## config.mk

```make
export PLATFORM = sky130hd
export DESIGN_NAME = normalize_round_pipe
export DESIGN_NICKNAME = d
export VERILOG_FILES = /design/src/rtl/normalize_round_pipe.sv
export SDC_FILE = /design/constraint.sdc
export NUM_CORES = 1
export LEC_CHECK = 0
export CORE_MARGIN = 2
export CORE_UTILIZATION = 65
export CTS_CLUSTER_SIZE = 28
export DETAILED_ROUTE_END_ITERATION = 7
export DONT_BUFFER_PORTS = 1
export PLACE_DENSITY = 0.81
export REMOVE_ABC_BUFFERS = 1
export SYNTH_ARGS = -nofsm -noshare
export SYNTH_HDL_FRONTEND = slang
export SYNTH_SLANG_ARGS = --single-unit
export TNS_END_PERCENT = 5
```

## constraint.sdc

```tcl
create_clock -name clk -period 6.5 [get_ports clk]
set_clock_uncertainty 0.05 [all_clocks]
set_input_delay 0.65 -clock clk [delete_from_list [all_inputs] [get_ports clk]]
set_output_delay 0.65 -clock clk [all_outputs]
set_load 0.02 [all_outputs]
```

## src/rtl/normalize_round_pipe.sv

```systemverilog
// Normalize-and-round back end of the MAC alignment path: leading-one detect, left-normalize,
// round-nearest-even to MAN_W bits and rebuild the exponent, over a 2-stage valid/ready pipeline.
module normalize_round_pipe #(
  parameter int SUM_W  = 16,
  parameter int LD_POS = 13,
  parameter int EXP_W  = 6,
  parameter int MAN_W  = 3
) (
  input  logic             clk,
  input  logic             rst_n,
  input  logic             in_valid,
  output logic             in_ready,
  input  logic [SUM_W-1:0] in_sum,
  input  logic [EXP_W-1:0] max_exp,
  output logic             out_valid,
  input  logic             out_ready,
  output logic             out_sign,
  output logic [EXP_W-1:0] out_exp,
  output logic [MAN_W-1:0] out_man,
  output logic [3:0]       out_flags,
  output logic [50:0]      number
);
  localparam int PW = $clog2(SUM_W);
  localparam int EW = EXP_W + 2;
  localparam int RW = 1 + EXP_W + MAN_W + 4;
  localparam logic signed [EW-1:0] E_MAX = EW'((1 << EXP_W) - 1);
  localparam logic signed [EW-1:0] E_MIN = EW'(1);
  localparam logic signed [EW-1:0] E_LD  = EW'(LD_POS);

  logic                    vld_p1, vld_p2, load_p2;
  logic                    sign_p1;
  logic [SUM_W-1:0]        mag_p1;
  logic [EXP_W-1:0]        exp_p1;
  logic signed [SUM_W-1:0] sum_s;
  logic [SUM_W-1:0]        mag_in;
  logic [PW-1:0]           p_msb;
  logic [SUM_W-1:0]        norm;
  logic [MAN_W+1:0]        rnd;
  logic signed [EW-1:0]    e_full;
  logic [RW-1:0]           res;

  // Highest set bit; later iterations override, so the MSB wins.
  function automatic logic [PW-1:0] msb_index(input logic [SUM_W-1:0] v);
    msb_index = '0;
    for (int i = 0; i < SUM_W; i++)
      if (v[i]) msb_index = PW'(i);
  endfunction

  // Returns {carry, inexact, man}; a carry out of 1..1 wraps the mantissa to 10..0.
  function automatic logic [MAN_W+1:0] round_ne(input logic [SUM_W-1:0] nv);
    logic [MAN_W-1:0] man;
    logic             guard, sticky, up;
    logic [MAN_W:0]   sum;
    man    = nv[SUM_W-1 -: MAN_W];
    guard  = nv[SUM_W-1-MAN_W];
    sticky = |nv[SUM_W-2-MAN_W:0];
    up     = guard & (sticky | man[0]);
    sum    = {1'b0, man} + {{MAN_W{1'b0}}, up};
    if (sum[MAN_W]) sum[MAN_W-1:0] = {1'b1, {(MAN_W-1){1'b0}}};
    round_ne = {sum[MAN_W], guard | sticky, sum[MAN_W-1:0]};
  endfunction

  // Range handling: saturate above E_MAX, flush to zero below E_MIN (no denormals).
  function automatic logic [RW-1:0] saturate(input logic sign, input logic signed [EW-1:0] e,
                                             input logic [MAN_W-1:0] man, input logic inexact);
    if (e > E_MAX)
      saturate = {sign, {EXP_W{1'b1}}, {MAN_W{1'b1}}, 4'b1010};
    else if (e < E_MIN)
      saturate = {sign, {EXP_W{1'b0}}, {MAN_W{1'b0}}, 4'b1100};
    else
      saturate = {sign, e[EXP_W-1:0], man, inexact, 3'b000};
  endfunction

  assign load_p2   = !vld_p2 || out_ready;
  assign in_ready  = !vld_p1 || load_p2;
  assign out_valid = vld_p2;
  // No primitive cells are instantiated, so the static cell total is zero.
  assign number    = '0;

  // Stage 1: sign split and magnitude; -2^(SUM_W-1) maps to its unsigned magnitude.
  assign sum_s  = in_sum;
  assign mag_in = (sum_s < 0) ? (~in_sum) + SUM_W'(1) : in_sum;

  always_ff @(posedge clk or negedge rst_n) begin
    if (!rst_n)        vld_p1 <= 1'b0;
    else if (in_ready) vld_p1 <= in_valid;
  end

  always_ff @(posedge clk) begin
    if (in_valid && in_ready) begin
      sign_p1 <= in_sum[SUM_W-1];
      mag_p1  <= mag_in;
      exp_p1  <= max_exp;
    end
  end

  // Stage 2: normalize, round, rebuild exponent, range check.
  always_comb begin
    p_msb  = msb_index(mag_p1);
    norm   = mag_p1 << (PW'(SUM_W - 1) - p_msb);
    rnd    = round_ne(norm);
    e_full = $signed({2'b00, exp_p1}) + $signed({{(EW-PW){1'b0}}, p_msb}) - E_LD
           + $signed({{(EW-1){1'b0}}, rnd[MAN_W+1]});
    if (mag_p1 == '0)
      res = {1'b0, {EXP_W{1'b0}}, {MAN_W{1'b0}}, 4'b0001};
    else
      res = saturate(sign_p1, e_full, rnd[MAN_W-1:0], rnd[MAN_W]);
  end

  always_ff @(posedge clk or negedge rst_n) begin
    if (!rst_n) begin
      vld_p2    <= 1'b0;
      out_sign  <= 1'b0;
      out_exp   <= '0;
      out_man   <= '0;
      out_flags <= '0;
    end else if (load_p2) begin
      vld_p2 <= vld_p1;
      if (vld_p1) {out_sign, out_exp, out_man, out_flags} <= res;
    end
  end
endmodule

```

==> impl_metrics.ini <==
[floorplanning]
rows = 26
die_w_um = 75.45
start_util_pct = 66.23
pin_count = 93
coreArea_sq_um = 5010
fp.dieH_um = 75.45
die_area_sq_um = 5693

[global_route]
grt_pass1_wl_um = 10310
use_met2_pct = 36.52
use_met1_pct = 33.02
busiest_layer = met2
antenna_found_initial = 0
grt_pass1_vias = 2136
grt.total_usage_pct = 23.80
globalRouteMet3Util_pct = 6.481
grt_start_max_net_pins = 24
grt_overflow = 0

[routing]
wl_per_cell_um = 15.77
via_count = 2536
drt-pass1-iter-count = 8
drt_wl_total_um = 6623
detail-route-antenna-nets = 0
drc = 0
drt_iter0_markers = 293
avgViaCountPerCell = 6.038

[clocking]
clk_latency_ns = 0.29
cts_setup_buffers = 0
cts_inserted_buffers = 5
cts.sinks = 39
h-tree-depth = 2
cts_tree = yes
root_buffer = clkbuf_8
clk_path_buf_depth = 2
clk_pin_slew_ns = 0.08

[yosys]
synthFlopType = edfxtp_1
synth_cell_types = 70
yosysWarnings = 0
ys_seq_area_share_pct = 32.88
synth-seq-cells = 39
synthCells = 358
synthesis.area_sq_um = 3318
synth_edf_count = 23
ys_async_sr_fraction_pct = 41.03
syn_area_per_cell_sq_um = 9.269

[worst_setup_path]
slowest_stage = and2_1
worstPathCellList = nor3_1 > o21ai_1 > o211ai_2 > and2_1 > inv_2 > o21ai_0 > o221a_2 > nand3_1 > ha_1 > inv_1 > ha_1 > fa_1 > a21oi_1 > o21bai_1 > a21oi_1 > o21bai_1 > xnor2_1 > a32o_1 > nor3_4 > a221o_2
critical_path.top_delay_family = compound AO/OA/AOI/OAI gates
crit_type = reg2reg
arrival_ns = 5.75
worst-path-buf-inv = 2
crit_path_max_incr_delay_ns = 0.60
worst-path-stages = 20
crit_path_start_kind = flip-flop
path_max_fanout = 16
reg2reg_depth = 20
crit_path_end_kind = flip-flop
cp.required_ns = 6.63

[sta]
max_slew_margin_pct = 37.94
fin_crit_ns = 5.623
finalHoldViolCount = 0
tns_ns = 0
fin_crit_sh_pct = 86.51
slew_viol_final = 0
tightest_slew_ns = 0.9310
rsz0062_at_grt = no
fmax_mhz = 177.8
fin_hold_ws_ns = 0.4013
setup_violations = 0

[cells_and_area]
layout_commonest_cell = conb_1
final_cell_mix = conb_1, edfxtp_1, nand2_1
drive_above_1_share_pct = 9.714
final_nets = 389
area_growth_syn_to_layout_pct = -2.790
antenna_cells = 0

[min_path]
holdPathStages = 0
hp-class = in2reg

[pwr]
power.total_uw = 762.6
pwr-share-comb_pct = 28.7
p_leak_uw = 0.001317
clockPowerShare_pct = 23.7
p_seq_share_pct = 47.6
swShare_pct = 36.76
p_per_area_nw_per_um2 = 236.4
ir_drop_v = 0.0001168
internal_power_uw = 482.2
p_switching_uw = 280.3

[flow_run]
max_cap_viol_count = 0

[place]
hpwl_um = 4971
numPortBuffers = 0
place_congestion = 0.9649

[outcome]
status = complete, no violations
==> layout make-up <==
class	count	area (sq um)
multi-input cells	279	1848
fillers	417	1784
flip-flops and latches	39	1091
clock buffers	7	96.34
well taps	70	87.58
inverters	23	86.33
repair buffers	1	10.01
clock inverters	1	6.256
==> registers in the layout, indices dropped and copies added (netlist names) <==
name,flops
mag_p1,16
out_man,3
exp_p1,6
out_flags,4
sign_p1,1
out_valid,1
out_sign,1
vld_p1,1
out_exp,6
==> layer usage <==
metal,vias to the layer above,wire [um]
li1,1188,-
met1,1172,2781
met2,155,3118
met3,21,572
met4,0,150
met5,-,0
==> final timing paths <==
kind / startpoint / endpoint / slack, ns
setup / recovery: mag_p1[9] / out_exp[2] / 0.88
hold / removal: max_exp[5] / exp_p1[5] / 0.40
setup reg to reg: mag_p1[9] / out_exp[2] / 0.88
hold reg to reg: sign_p1 / out_sign / 0.48
max in group asynchronous: rst_n / out_flags[0] / 5.15
min in group asynchronous: rst_n / out_flags[1] / 0.80
==> Yosys cell counts (4+ instances only) <==
master | number | share of area (%)
nand2b_1 | 7 | 1.3
edfxtp_1 | 23 | 21
nor3_1 | 4 | 0.60
and2_1 | 5 | 0.94
a31oi_1 | 4 | 0.75
buf_4 | 53 | 12
a21o_1 | 5 | 1.1
o211ai_1 | 4 | 0.91
xnor2_1 | 16 | 4.2
o21a_1 | 4 | 0.91
nor4_1 | 6 | 1.1
a21oi_1 | 21 | 3.2
nand2_1 | 22 | 2.5
ha_1 | 13 | 4.9
clkbuf_1 | 5 | 0.57
nor2_1 | 14 | 1.6
buf_2 | 6 | 0.91
nand3_1 | 8 | 1.2
dfrtp_1 | 16 | 12
o21ai_0 | 12 | 1.8
or3_1 | 5 | 0.94
o31ai_1 | 6 | 1.4
a221oi_1 | 4 | 1.1
inv_1 | 21 | 2.4
a221o_2 | 5 | 1.7
==> logic make-up (layout without fill, tap and decap cells) <==
kind of cell / count (synthesis) / in the layout / share of synthesized area [%]
compound gates: 101 / 101 / 22.63
other cells: 1 / 51 / 0.1130
fa+ha+maj: 14 / 14 / 5.505
buf+inv: 90 / 32 / 17.08
xor+xnor: 18 / 18 / 4.751
flops: 39 / 39 / 32.88
simple gates: 89 / 89 / 15.01
mux: 6 / 6 / 2.036
==> worst register-to-register path: cells and delay by family, from the launching register on <==
family	cells	cell delay, ns
AOI/OAI and AO/OA	10	2.34
xor gates and xnor gates	1	0.33
adders and majority gates	3	0.91
buffers and inverters	2	0.27
DFF	1	0.52
and+or+nand+nor	4	1.10
==> through the flow <==
step	area (sq um)	cells	util, %	worst slack (ns)
after global routing	3226	420	64.39	0.5878
final	3226	420	64.39	0.8771
after detailed placement	3113	411	62.14	0.9666
after CTS	3226	420	64.39	0.9512
after floorplan	3025	341	-	1.606
after global placement	3113	411	62.14	1.003
==> power groups by stage <==
stage | Clock (uW) | Combinational [uW] | Sequential (uW)
floorplan | 0 | 180 | 356
global placement | 0 | 209 | 366
detailed placement | 0 | 212 | 367
CTS | 181 | 217 | 362
global route | 191 | 244 | 368
finish | 181 | 219 | 363
==> what timing repair did <==
action                    in CTS  in global routing
hold buffers                   1                  0
hold endpoints to repair      16                  0
gates resized for setup        0                  0
Power figures use the tool's default switching activity.
